[config.mk]
export PLATFORM = sky130hd
export DESIGN_NAME = tri_reorder_dispatch
export DESIGN_NICKNAME = d
export VERILOG_FILES = /design/src/rtl/tri_reorder_dispatch.sv
export SDC_FILE = /design/constraint.sdc
export NUM_CORES = 1
export LEC_CHECK = 0
export ABC_AREA = 1
export BUFFER_PORTS_ARGS = -buffer_cell sky130_fd_sc_hd__buf_4
export CAP_MARGIN = 20
export CORE_MARGIN = 2
export CORE_UTILIZATION = 30
export CTS_CLUSTER_DIAMETER = 40
export CTS_CLUSTER_SIZE = 28
export DETAILED_ROUTE_END_ITERATION = 6
export PLACE_DENSITY_LB_ADDON = 0.1
export SYNTH_ARGS = -nofsm -noshare
export SYNTH_HDL_FRONTEND = slang
export SYNTH_SLANG_ARGS = --single-unit
[constraint.sdc]
create_clock -name clk_in -period 8.9 [get_ports clk_in]
set_input_delay 2.225 -clock clk_in [delete_from_list [all_inputs] [get_ports clk_in]]
set_output_delay 2.225 -clock clk_in [all_outputs]
set_load 0.02 [all_outputs]
[src/rtl/tri_reorder_dispatch.sv]
// tri_reorder_dispatch
//   Accepts triangle jobs, issues each one to a geometry engine and a shader
//   engine in parallel, collects their out-of-order returns into a DEPTH-entry
//   reorder buffer, and retires the results strictly in allocation order.
//
// Parameters
//   DEPTH        outstanding triangles (power of two, >= 2)
//   ID_WIDTH     triangle ID width
//   GEO_WIDTH    packed viewport x/y + z geometry result width
//   COLOR_WIDTH  shaded color width
//   TAG_WIDTH    slot tag width, fixed at $clog2(DEPTH)
//
// Ports
//   clk_in, rst_n_in                          clock, async active-low reset
//   valid_in/ready_out/tri_id_in              job input channel
//   geo_valid_out/geo_ready_in/geo_tag_out    geometry-engine issue channel
//   shd_valid_out/shd_ready_in/shd_tag_out/
//   shd_tri_id_out                            shader issue channel
//   geo_ret_*                                 geometry return (always accepted)
//   shd_ret_*                                 shader return (always accepted)
//   valid_out/ready_in/tri_id_out/geo_out/
//   color_out/culled_out                      in-order result channel
//   err_out                                   sticky protocol-error flag
//
// Configuration
//   TRI_REORDER_CULL_DROP_EN  when defined, culled results are freed
//                             internally instead of being emitted.

module tri_reorder_dispatch #(
    parameter  int unsigned DEPTH       = 4,
    parameter  int unsigned ID_WIDTH    = 11,
    parameter  int unsigned GEO_WIDTH   = 162,
    parameter  int unsigned COLOR_WIDTH = 16,
    localparam int unsigned TAG_WIDTH   = $clog2(DEPTH)
) (
    input  logic                   clk_in,
    input  logic                   rst_n_in,
    // job input
    input  logic                   valid_in,
    output logic                   ready_out,
    input  logic [ID_WIDTH-1:0]    tri_id_in,
    // geometry issue
    output logic                   geo_valid_out,
    input  logic                   geo_ready_in,
    output logic [TAG_WIDTH-1:0]   geo_tag_out,
    // shader issue
    output logic                   shd_valid_out,
    input  logic                   shd_ready_in,
    output logic [TAG_WIDTH-1:0]   shd_tag_out,
    output logic [ID_WIDTH-1:0]    shd_tri_id_out,
    // geometry return
    input  logic                   geo_ret_valid_in,
    input  logic [TAG_WIDTH-1:0]   geo_ret_tag_in,
    input  logic [GEO_WIDTH-1:0]   geo_ret_data_in,
    input  logic                   geo_ret_cull_in,
    // shader return
    input  logic                   shd_ret_valid_in,
    input  logic [TAG_WIDTH-1:0]   shd_ret_tag_in,
    input  logic [COLOR_WIDTH-1:0] shd_ret_color_in,
    input  logic                   shd_ret_cull_in,
    // in-order results
    output logic                   valid_out,
    input  logic                   ready_in,
    output logic [ID_WIDTH-1:0]    tri_id_out,
    output logic [GEO_WIDTH-1:0]   geo_out,
    output logic [COLOR_WIDTH-1:0] color_out,
    output logic                   culled_out,
    // status
    output logic                   err_out
);

    localparam int unsigned          CNT_WIDTH = TAG_WIDTH + 1;
    localparam logic [CNT_WIDTH-1:0] DEPTH_CNT = CNT_WIDTH'(DEPTH);

    // Pointers, occupancy and per-slot status bits
    logic [TAG_WIDTH-1:0]   wr_ptr_q, wr_ptr_d;
    logic [TAG_WIDTH-1:0]   rd_ptr_q, rd_ptr_d;
    logic [CNT_WIDTH-1:0]   count_q, count_d;
    logic [DEPTH-1:0]       busy_q, busy_d;
    logic [DEPTH-1:0]       gdone_q, gdone_d;
    logic [DEPTH-1:0]       sdone_q, sdone_d;
    logic [DEPTH-1:0]       gcull_q, gcull_d;
    logic [DEPTH-1:0]       scull_q, scull_d;

    // Issue registers (shared tag/ID, independent valids)
    logic                   ready_q, ready_d;
    logic                   geo_vld_q, geo_vld_d;
    logic                   shd_vld_q, shd_vld_d;
    logic [TAG_WIDTH-1:0]   iss_tag_q, iss_tag_d;
    logic [ID_WIDTH-1:0]    iss_id_q, iss_id_d;

    // Result output register
    logic                   out_vld_q, out_vld_d;
    logic [ID_WIDTH-1:0]    out_id_q, out_id_d;
    logic [GEO_WIDTH-1:0]   out_geo_q, out_geo_d;
    logic [COLOR_WIDTH-1:0] out_color_q, out_color_d;
    logic                   out_cull_q, out_cull_d;
    logic                   err_q, err_d;

    // Slot payload storage (only read once a slot is DONE, so no reset)
    logic [ID_WIDTH-1:0]    id_mem    [DEPTH];
    logic [GEO_WIDTH-1:0]   geo_mem   [DEPTH];
    logic [COLOR_WIDTH-1:0] color_mem [DEPTH];

    logic                   alloc;
    logic                   geo_ok;
    logic                   shd_ok;
    logic                   out_hs;
    logic                   retire;
    logic                   drop;
    logic                   load;
    logic [TAG_WIDTH-1:0]   nxt_head;
    logic                   head_done;
    logic                   head_cull;

    // Next-state logic for all control and output registers
    always_comb begin : ctrl_comb
        wr_ptr_d    = wr_ptr_q;
        rd_ptr_d    = rd_ptr_q;
        busy_d      = busy_q;
        gdone_d     = gdone_q;
        sdone_d     = sdone_q;
        gcull_d     = gcull_q;
        scull_d     = scull_q;
        geo_vld_d   = geo_vld_q;
        shd_vld_d   = shd_vld_q;
        iss_tag_d   = iss_tag_q;
        iss_id_d    = iss_id_q;
        out_vld_d   = out_vld_q;
        out_id_d    = out_id_q;
        out_geo_d   = out_geo_q;
        out_color_d = out_color_q;
        out_cull_d  = out_cull_q;

        alloc  = valid_in & ready_q;
        geo_ok = geo_ret_valid_in & busy_q[geo_ret_tag_in] & ~gdone_q[geo_ret_tag_in];
        shd_ok = shd_ret_valid_in & busy_q[shd_ret_tag_in] & ~sdone_q[shd_ret_tag_in];
        out_hs = out_vld_q & ready_in;

        // Look one slot ahead on a handshake so back-to-back results stream
        nxt_head  = out_hs ? rd_ptr_q + 1'b1 : rd_ptr_q;
        head_done = busy_q[nxt_head] & gdone_q[nxt_head] & sdone_q[nxt_head];
        head_cull = gcull_q[nxt_head] | scull_q[nxt_head];

`ifdef TRI_REORDER_CULL_DROP_EN
        // With the output idle nxt_head is rd_ptr, so a culled head is freed here
        drop = ~out_vld_q & head_done & head_cull;
        load = (~out_vld_q | out_hs) & head_done & ~head_cull;
`else
        drop = 1'b0;
        load = (~out_vld_q | out_hs) & head_done;
`endif
        retire = out_hs | drop;

        if (retire) begin
            busy_d[rd_ptr_q] = 1'b0;
            rd_ptr_d         = rd_ptr_q + 1'b1;
        end

        if (geo_vld_q & geo_ready_in) geo_vld_d = 1'b0;
        if (shd_vld_q & shd_ready_in) shd_vld_d = 1'b0;

        if (alloc) begin
            busy_d[wr_ptr_q]  = 1'b1;
            gdone_d[wr_ptr_q] = 1'b0;
            sdone_d[wr_ptr_q] = 1'b0;
            gcull_d[wr_ptr_q] = 1'b0;
            scull_d[wr_ptr_q] = 1'b0;
            wr_ptr_d          = wr_ptr_q + 1'b1;
            geo_vld_d         = 1'b1;
            shd_vld_d         = 1'b1;
            iss_tag_d         = wr_ptr_q;
            iss_id_d          = tri_id_in;
        end

        if (geo_ok) begin
            gdone_d[geo_ret_tag_in] = 1'b1;
            gcull_d[geo_ret_tag_in] = geo_ret_cull_in;
        end
        if (shd_ok) begin
            sdone_d[shd_ret_tag_in] = 1'b1;
            scull_d[shd_ret_tag_in] = shd_ret_cull_in;
        end

        err_d   = err_q | (geo_ret_valid_in & ~geo_ok) | (shd_ret_valid_in & ~shd_ok);
        count_d = count_q + CNT_WIDTH'(alloc) - CNT_WIDTH'(retire);
        // Registered admit: a retire at full only reopens the input next cycle
        ready_d = (count_d < DEPTH_CNT) & ~geo_vld_d & ~shd_vld_d;

        if (load) begin
            out_vld_d   = 1'b1;
            out_id_d    = id_mem[nxt_head];
            out_geo_d   = head_cull ? '0 : geo_mem[nxt_head];
            out_color_d = color_mem[nxt_head];
            out_cull_d  = head_cull;
        end else if (out_hs) begin
            out_vld_d   = 1'b0;
        end
    end

    // Control registers
    always_ff @(posedge clk_in or negedge rst_n_in) begin : ctrl_regs
        if (!rst_n_in) begin
            wr_ptr_q    <= '0;
            rd_ptr_q    <= '0;
            count_q     <= '0;
            busy_q      <= '0;
            gdone_q     <= '0;
            sdone_q     <= '0;
            gcull_q     <= '0;
            scull_q     <= '0;
            ready_q     <= 1'b1;
            geo_vld_q   <= 1'b0;
            shd_vld_q   <= 1'b0;
            iss_tag_q   <= '0;
            iss_id_q    <= '0;
            out_vld_q   <= 1'b0;
            out_id_q    <= '0;
            out_geo_q   <= '0;
            out_color_q <= '0;
            out_cull_q  <= 1'b0;
            err_q       <= 1'b0;
        end else begin
            wr_ptr_q    <= wr_ptr_d;
            rd_ptr_q    <= rd_ptr_d;
            count_q     <= count_d;
            busy_q      <= busy_d;
            gdone_q     <= gdone_d;
            sdone_q     <= sdone_d;
            gcull_q     <= gcull_d;
            scull_q     <= scull_d;
            ready_q     <= ready_d;
            geo_vld_q   <= geo_vld_d;
            shd_vld_q   <= shd_vld_d;
            iss_tag_q   <= iss_tag_d;
            iss_id_q    <= iss_id_d;
            out_vld_q   <= out_vld_d;
            out_id_q    <= out_id_d;
            out_geo_q   <= out_geo_d;
            out_color_q <= out_color_d;
            out_cull_q  <= out_cull_d;
            err_q       <= err_d;
        end
    end

    // Slot payload writes; illegal returns never touch storage
    always_ff @(posedge clk_in) begin : slot_data
        if (alloc)  id_mem[wr_ptr_q]          <= tri_id_in;
        if (geo_ok) geo_mem[geo_ret_tag_in]   <= geo_ret_data_in;
        if (shd_ok) color_mem[shd_ret_tag_in] <= shd_ret_color_in;
    end

    assign ready_out      = ready_q;
    assign geo_valid_out  = geo_vld_q;
    assign geo_tag_out    = iss_tag_q;
    assign shd_valid_out  = shd_vld_q;
    assign shd_tag_out    = iss_tag_q;
    assign shd_tri_id_out = iss_id_q;
    assign valid_out      = out_vld_q;
    assign tri_id_out     = out_id_q;
    assign geo_out        = out_geo_q;
    assign color_out      = out_color_q;
    assign culled_out     = out_cull_q;
    assign err_out        = err_q;

endmodule

==> results of run 1 <==
-- power by group through the flow --
stage	combinational [mW]	clock (mW)	sequential [mW]
floorplan	3.86	0	6.54
CTS	6.69	7.08	6.06
global route	7.32	7.30	6.13
detailed placement	6.67	0	6.14
finish	6.48	6.91	6.05
global placement	6.64	0	6.14
-- registers in the layout (all words and copies together), names as in the netlist, 2 cells and up --
name            count
color_out          16
scull_q             4
shd_tri_id_out     11
geo_mem           648
geo_tag_out         2
wr_ptr_q            2
color_mem          64
tri_id_out         11
count_q             3
geo_out           162
gdone_q             4
id_mem             44
gcull_q             4
busy_q              4
sdone_q             4
rd_ptr_q            2
-- metrics by stage --
| stage | setup WS (ns) | hold WS (ns) | power, mW | utilization | cell area, µm² |
|---|---|---|---|---|---|
| finish | 3.48 | 0.469 | 19.4 | 0.384 | 52100 |
| global route | 3.08 | 0.487 | 20.7 | 0.384 | 52100 |
| CTS | 3.39 | 0.466 | 19.8 | 0.384 | 52100 |
| detailed placement | 2.56 | 0.455 | 12.8 | 0.338 | 45900 |
| global placement | 2.60 | 0.450 | 12.8 | 0.337 | 45800 |
| floorplan | -1.62 | 0.456 | 10.4 | - | 41100 |
-- worst max-delay path: stages --
cell and delay, ns:
buf_4 0.15, nand3_4 0.71, nand2_8 0.85, nand3_1 0.23, nand3_4 0.57, buf_4 0.89, o21ai_0 0.24
-- area by class of cell --
type                            count  share of cell area
Sequential cell                   991               0.548
Multi-Input combinational cell   2078               0.194
Clock buffer                      224              0.0935
Timing Repair Buffer              452              0.0669
Tap cell                         1781              0.0428
Inverter                          386              0.0279
Clock inverter                    116              0.0264
Antenna cell                        8            0.000384
-- cells in the mapped netlist --
cell and instances:
a21oi_1 1, buf_1 15, buf_2 105, buf_4 9, buf_6 9, clkbuf_1 89
clkinv_1 1, dfrtp_1 234, dfstp_2 1, edfxtp_1 756, fa_1 1, ha_1 9
inv_1 383, inv_2 2, nand2_1 1059, nand2_2 3, nand2_4 2, nand3_1 351
nand3_2 2, nand3b_1 324, nand4_1 1, nor2_1 75, nor3_1 2, o211ai_1 27
o21ai_0 115, o21ai_1 92, o22ai_1 6, or2_2 4, xnor2_1 2, xor2_1 2
-- cells by family (layout without fill, tap and decap cells) --
| kind of cell | Yosys count | in the layout | share of synthesized area |
|---|---|---|---|
| buffers and inverters | 613 | 1178 | 0.0616 |
| and+or+nand+nor | 1823 | 1823 | 0.208 |
| xor gates and xnor gates | 4 | 4 | 0.000852 |
| adders and majority gates | 10 | 10 | 0.00323 |
| DFF | 991 | 991 | 0.695 |
| AOI/OAI and AO/OA | 241 | 241 | 0.0312 |
| other | 0 | 8 | 0 |
-- routing by layer --
layer / global-route usage / vias up / routed length (µm)
met5: 0 / - / 118
met4: 0.0530 / 18 / 2490
met3: 0.0431 / 199 / 6460
met2: 0.267 / 547 / 54800
met1: 0.210 / 13000 / 51100
li1: - / 13200 / -
-- worst paths after layout --
check                                      endpoint  depth (start not counted)
setup / recovery            geo_out[78]$_DFFE_PN0P_                          7
hold / removal                    err_out$_DFF_PN0_                          2
setup reg to reg            geo_out[78]$_DFFE_PN0P_                          6
min in group asynchronous  geo_out[119]$_DFFE_PN0P_                          1
hold reg to reg                   err_out$_DFF_PN0_                          2
max in group asynchronous   geo_out[56]$_DFFE_PN0P_                          2
==> results.md, run 1 <==
- Skew final: 0.0474 ns
- Int Pwr: approximately 12 mW
- Clk root buf: clkbuf_16
- LEAKAGE: between 20 and 25 nW
- Antenna Nets Post-Route: 0
- Io pins: roughly 410
- Post-layout min period: between 5 and 6 ns
- Port bufs: a little over 400
- Maxcap violations: 0
- DRC Markers: 0
- Sequential cell area: between 0.02 and 0.03 mm²
- Row count: approximately 140
- Critical path data arrival time: 6.01 ns
- DP Cell Count: 5688
- Switch share: 0.377
- Fillers: 13400
- Total wire length: between 100 and 150 mm
- Sequential power share: 0.311
- Top-area cell type share of the netlist area: 0.552
- Worst reg2reg path startpoint: valid_out$_DFFE_PN0P_
- Antenna violations before repair: 17
- Clock network power share: 0.355
- Slew Viols, Final: 0
- # clock sinks: 991
- Mapped Area: slightly above 0.04 mm²
- Worst rel slew slack: 0.229
- First DRT Iteration DRCs: around 1300
- DR WL/cell: between 15 and 20 µm
- Startpoint Class: input pin
- RSZ-0062 raised after global routing: no
- Largest net degree at the start of global routing: between 200 and 250
- Via density: 4.47
- Commonest non-fill, non-tap cell in the layout: nand2_1
- Worst-skew pair later-pin latency: just under 0.8 ns
- FF+latch count, synth: 991
- Total Routing Usage GR: 0.163
- Vias in the first global route: ~27000
- Worst EP required: about 9.5 ns
- PostCTS Resize Cnt: 0
- Routed vias: 27000
- Detail Placement HPWL: 62.7 mm
- TritonCTS buffer count: 180
- CP Max Fanout: 97
- Hold_sp: err_out$_DFF_PN0_
- Hold_buf cts: 0
- Combinational share of power: 0.333
- Area of the multi-input gates: around 0.010 mm²
- Die extent in x: 374 µm
- Worst setup EP type: flip-flop
- Mapped Nets: 3895
- Distinct cells, synth: 30
- Switching Power: 7.33 mW
- Area growth syn-to-layout: 26.8%
- First-pass DRT Iterations: 5
- Max Clk Rate: 184 MHz
- Layout cells sized above 1: 0.181
- Final period utilization: 0.609
- Postcts setup bufs: 0
- Peak VDD IR: between 0.3 and 0.4 mV
- Worst-margin pin slew: between 1 and 1.5 ns
- Internal reg-to-reg setup slack: between 4 and 5 ns
- Clk buf depth: 3
- Cells after synthesis: about 3700
- GRT overflow: 0
- Std-Cell Core Area: about 0.14 mm²
- Final Setup Violations: 0
- Chip height: ~370 µm
- CTS clk-pin slew, worst paths: ~0.05 ns
- Status: completed
- First-pass GRT wire length: 173 mm
- Setup crit start: ready_in
- Setup_tns: 0 ns
- H-tree levels: 4
- Gpl congestion: between 0.7 and 0.8
- Warnings, synthesis: 0
- Finished Layout Cells: slightly above 6000
- Power Dens Cells: between 300 and 400 mW/mm²
- Final hold vios: 0
- Nets: about 4300
- CTS tree: done
- Most frequent cells in the layout: 1058 x nand2_1, 756 x edfxtp_1, 444 x buf_4, 383 x inv_1, 350 x nand3_1
- Largest area contributor in the netlist: edfxtp_1
- Hold Crit Class: reg2reg
- Crit path kind: in2reg
- Ranking of synthesized cells by area: edfxtp_1 55%, dfrtp_1 14%, nand2_1 9.7%
- Initial Util: 0.303
- Sequential area share after synthesis: 0.695
- Die ar.: approximately 0.14 mm²
- Syn_area_per_cell: ~11 µm²
No activity file was read; power rests on OpenSTA's default activity.
==> run 2, diff against run 1 <==
- ABC_AREA: 1 -> 0
- clock period: 8.9 -> 4.65 ns (I/O delays scaled with it)
==> results.md, run 2 <==
- Final Setup Violations: 0 (unchanged)
- Internal reg-to-reg setup slack: 1.44 ns (-2.94 ns)
- Total Routing Usage GR: 0.152 (-0.0109)
- Max stage delay on crit path: 0.51 ns (-0.38 ns)
- Startpoint Class: flip-flop
- CP Max Fanout: 75 (-23%)
- Routed vias: 18000 (-33%)
- Worst r2r path cells: 8 (+2)
- Reg with most FFs: geo_mem
- Io pins: 413 (unchanged)
- Total wire length: 92.9 mm (-19%)
- LEAKAGE: 17.3 nW (-21%)
- Layout cells sized above 1: 0.411 (+0.230)
- Reg2reg end: geo_out[52]$_DFFE_PN0P_
- Syn_area_per_cell: 22.0 µm² (+97%)
- H-tree levels: 4 (unchanged)
- PnR worst setup slack: 1.44 ns (-2.03 ns)
- Antenna Nets Post-Route: 0 (unchanged)
- Ys async rst share: 0.237 (unchanged)
- Critical path data arrival time: 3.87 ns (-2.14 ns)
- Clk root buf: clkbuf_16
- Nets: 2372 (-45%)
- Port bufs: 412 (unchanged)
- Hold_buf cts: 0 (unchanged)
- Number of enable flip-flop cells after synthesis: 756 (unchanged)
- Row count: 127 (-5.9%)
- Worst rel slew slack: 0.401 (+0.172)
- Commonest non-fill, non-tap cell in the layout: edfxtp_1
- Skew final: 0.0339 ns (-0.0134 ns)
- Buf/Inv on CP: 2 (unchanged)
- Power Dens Cells: 720 mW/mm² (+93%)
- First DRT Iteration DRCs: 1045 (-22%)
- Most used DFF post-synth: edfxtp_1
- CTS clk-pin slew, worst paths: 0.05 ns (about the same)
- Via density: 4.62 (+3.4%)
- PostCTS Resize Cnt: 0 (unchanged)
- First-pass GRT wire length: 135 mm (-22%)
- Peak VDD IR: 0.686 mV (+110%)
- Detail Placement HPWL: 52.5 mm (-16%)
- GRT overflow: 0 (unchanged)
- Gpl congestion: 0.721 (-0.77%)
- Clk buf depth: 3 (unchanged)
- Largest area contributor in the netlist: edfxtp_1
- Crit-path slowest cell: or2_4
- Worst-skew pair later-pin latency: 0.74 ns (-0.05 ns)
- Std-Cell Core Area: 0.119 mm² (-12%)
- Worst setup EP type: flip-flop
- Die extent in x: 350 µm (-6.4%)
- Most frequent cells in the layout: 756 x edfxtp_1, 421 x buf_4, 234 x dfrtp_1, 191 x mux4_2, 163 x clkbuf_16
- Die ar.: 0.123 mm² (-12%)
- Distinct cells, synth: 46 (+53%)
- Largest net degree at the start of global routing: 86 (-60%)
- Worst reg2reg path startpoint: rd_ptr_q[0]$_DFF_PN0_
- Maxcap violations: 0 (unchanged)
- CP Cell Sequence: inv_2, ha_1, nand3_1, a21bo_4, a221oi_1, or2_4, buf_12, a22o_1
- Final period utilization: 0.690
- Initial Util: 0.301 (-0.00167)
- Family with the most delay on the worst path: compound AO/OA/AOI/OAI gates
- Top-area cell type share of the netlist area: 0.631 (+0.0788)
- Ranking of synthesized cells by area: edfxtp_1 63%, dfrtp_1 16%, mux4_2 12%
- Cells after synthesis: 1637 (-56%)
- First-pass DRT Iterations: 4 (-1)
- Slew Viols, Final: 0 (unchanged)
- Max Clk Rate: slightly above 300 MHz
- Sequential area share after synthesis: 0.794 (+0.0993)
- Post-layout min period: between 3 and 4 ns
- TritonCTS buffer count: 158 (-12%)
- Hold Crit Class: in2async
- DP Cell Count: 3611 (-37%)
- Status: completed
- Final hold vios: 0 (unchanged)
- Worst-margin pin slew: 0.897 ns (-0.258 ns)
- Most frequent cells after synthesis: 756 x edfxtp_1, 234 x dfrtp_1, 191 x mux4_2, 161 x a22o_1, 75 x nand2_1
- # clock sinks: 991 (unchanged)
- RSZ-0062 raised after global routing: no
- Area growth syn-to-layout: 30.4%
- Chip height: 350 µm (-6.4%)
- Mapped Area: 0.0360 mm² (-12%)
- Antenna Cells: 0 (-8)
- Postcts setup bufs: 0 (unchanged)
- CTS tree: done
- Finished Layout Cells: 3905 (-35%)
- Crit path kind: reg2reg
- FF+latch count, synth: 991 (unchanged)
- Antenna violations before repair: 20 (+3)
- Place WS: 1.03 ns (-1.54 ns)
- Worst EP required: 5.31 ns (-4.18 ns)
- Placed cell area: 0.0414 mm² (-9.7%)
- Finished Cell Area: 0.0469 mm² (-10%)
- Count leader, synth: edfxtp_1
- Warnings, synthesis: 0 (unchanged)
- Max reg flops: 648 (unchanged)
- Mapped Nets: 1850 (-53%)
- Vias in the first global route: 19800 (-27%)
- DRC Markers: 0 (unchanged)
- DR WL/cell: 23.8 µm (+25%)
-- run 2: changes by cell type in the layout (fill, tap and decap cells not counted), moves of 27 or more --
cell	previous run	this run
a22o_1	0	161
inv_1	383	15
mux4_2	0	191
nand2_1	1058	74
nand3_1	350	10
nand3b_1	324	2
nor2_1	71	7
o211ai_1	27	0
o21ai_0	115	11
o21ai_1	92	3
-- run 2: area by class of cell --
type                            count  area (µm²)
Sequential cell                   991       28600
Clock buffer                      188        4310
Clock inverter                    106        1210
Multi-Input combinational cell    541        7010
Inverter                           18        71.3
Tap cell                         1612        2020
Fill cell                       10900       72600
Timing Repair Buffer              449        3710
-- run 2: where the power goes --
group / switching (mW) / internal, mW / total, mW
Clock: 4.28 / 7.73 / 12.0
Sequential: 0.707 / 11.0 / 11.7
Combinational: 5.45 / 4.65 / 10.1
-- run 2: worst max path at each step --
stage / from / endpoint / slack (ns) / cells past startpoint
after global routing: rd_ptr_q[0]$_DFF_PN0_ / geo_out[64]$_DFFE_PN0P_ / 1.31 / 8
after detailed placement: ready_in / geo_out[50]$_DFFE_PN0P_ / 1.03 / 7
after CTS: rd_ptr_q[0]$_DFF_PN0_ / geo_out[52]$_DFFE_PN0P_ / 1.40 / 8
final: rd_ptr_q[0]$_DFF_PN0_ / geo_out[52]$_DFFE_PN0P_ / 1.44 / 8
after floorplan: geo_ret_tag_in[1] / gcull_q[2]$_DFF_PN0_ / -2.30 / 3
after global placement: ready_in / geo_out[50]$_DFFE_PN0P_ / 1.05 / 7
-- run 2: kinds of logic (layout without fill, tap and decap cells) --
family	after synthesis	after routing	share of synthesized area
adder cells (fa/ha/maj)	10	10	0.00369
AO/OA/AOI/OAI	188	188	0.0440
XOR/XNOR	5	5	0.00174
buffers and inverters	105	761	0.0125
AND/OR/NAND/NOR	117	117	0.0146
multiplexers	221	221	0.129
flip-flops	991	991	0.794
-- run 2: through the flow --
stage / utilization / setup TNS [ns] / hold slack, ns / power [mW]
after floorplan: - / -373.84 / 0.453 / 18.3
after global placement: 0.346 / 0 / 0.462 / 22.2
after detailed placement: 0.346 / 0 / 0.471 / 22.3
after CTS: 0.393 / 0 / 0.388 / 34.5
after global routing: 0.393 / 0 / 0.427 / 35.5
final: 0.393 / 0 / 0.419 / 33.8
-- run 2: per-layer routing --
metal | part of all wire | wire, µm | global-route usage | vias up
met5 | 0.0027 | 247 | 0 | -
met4 | 0.023 | 2100 | 0.0494 | 38
met3 | 0.080 | 7420 | 0.0600 | 200
met2 | 0.50 | 46200 | 0.254 | 469
met1 | 0.40 | 37000 | 0.180 | 9502
li1 | - | - | - | 7824
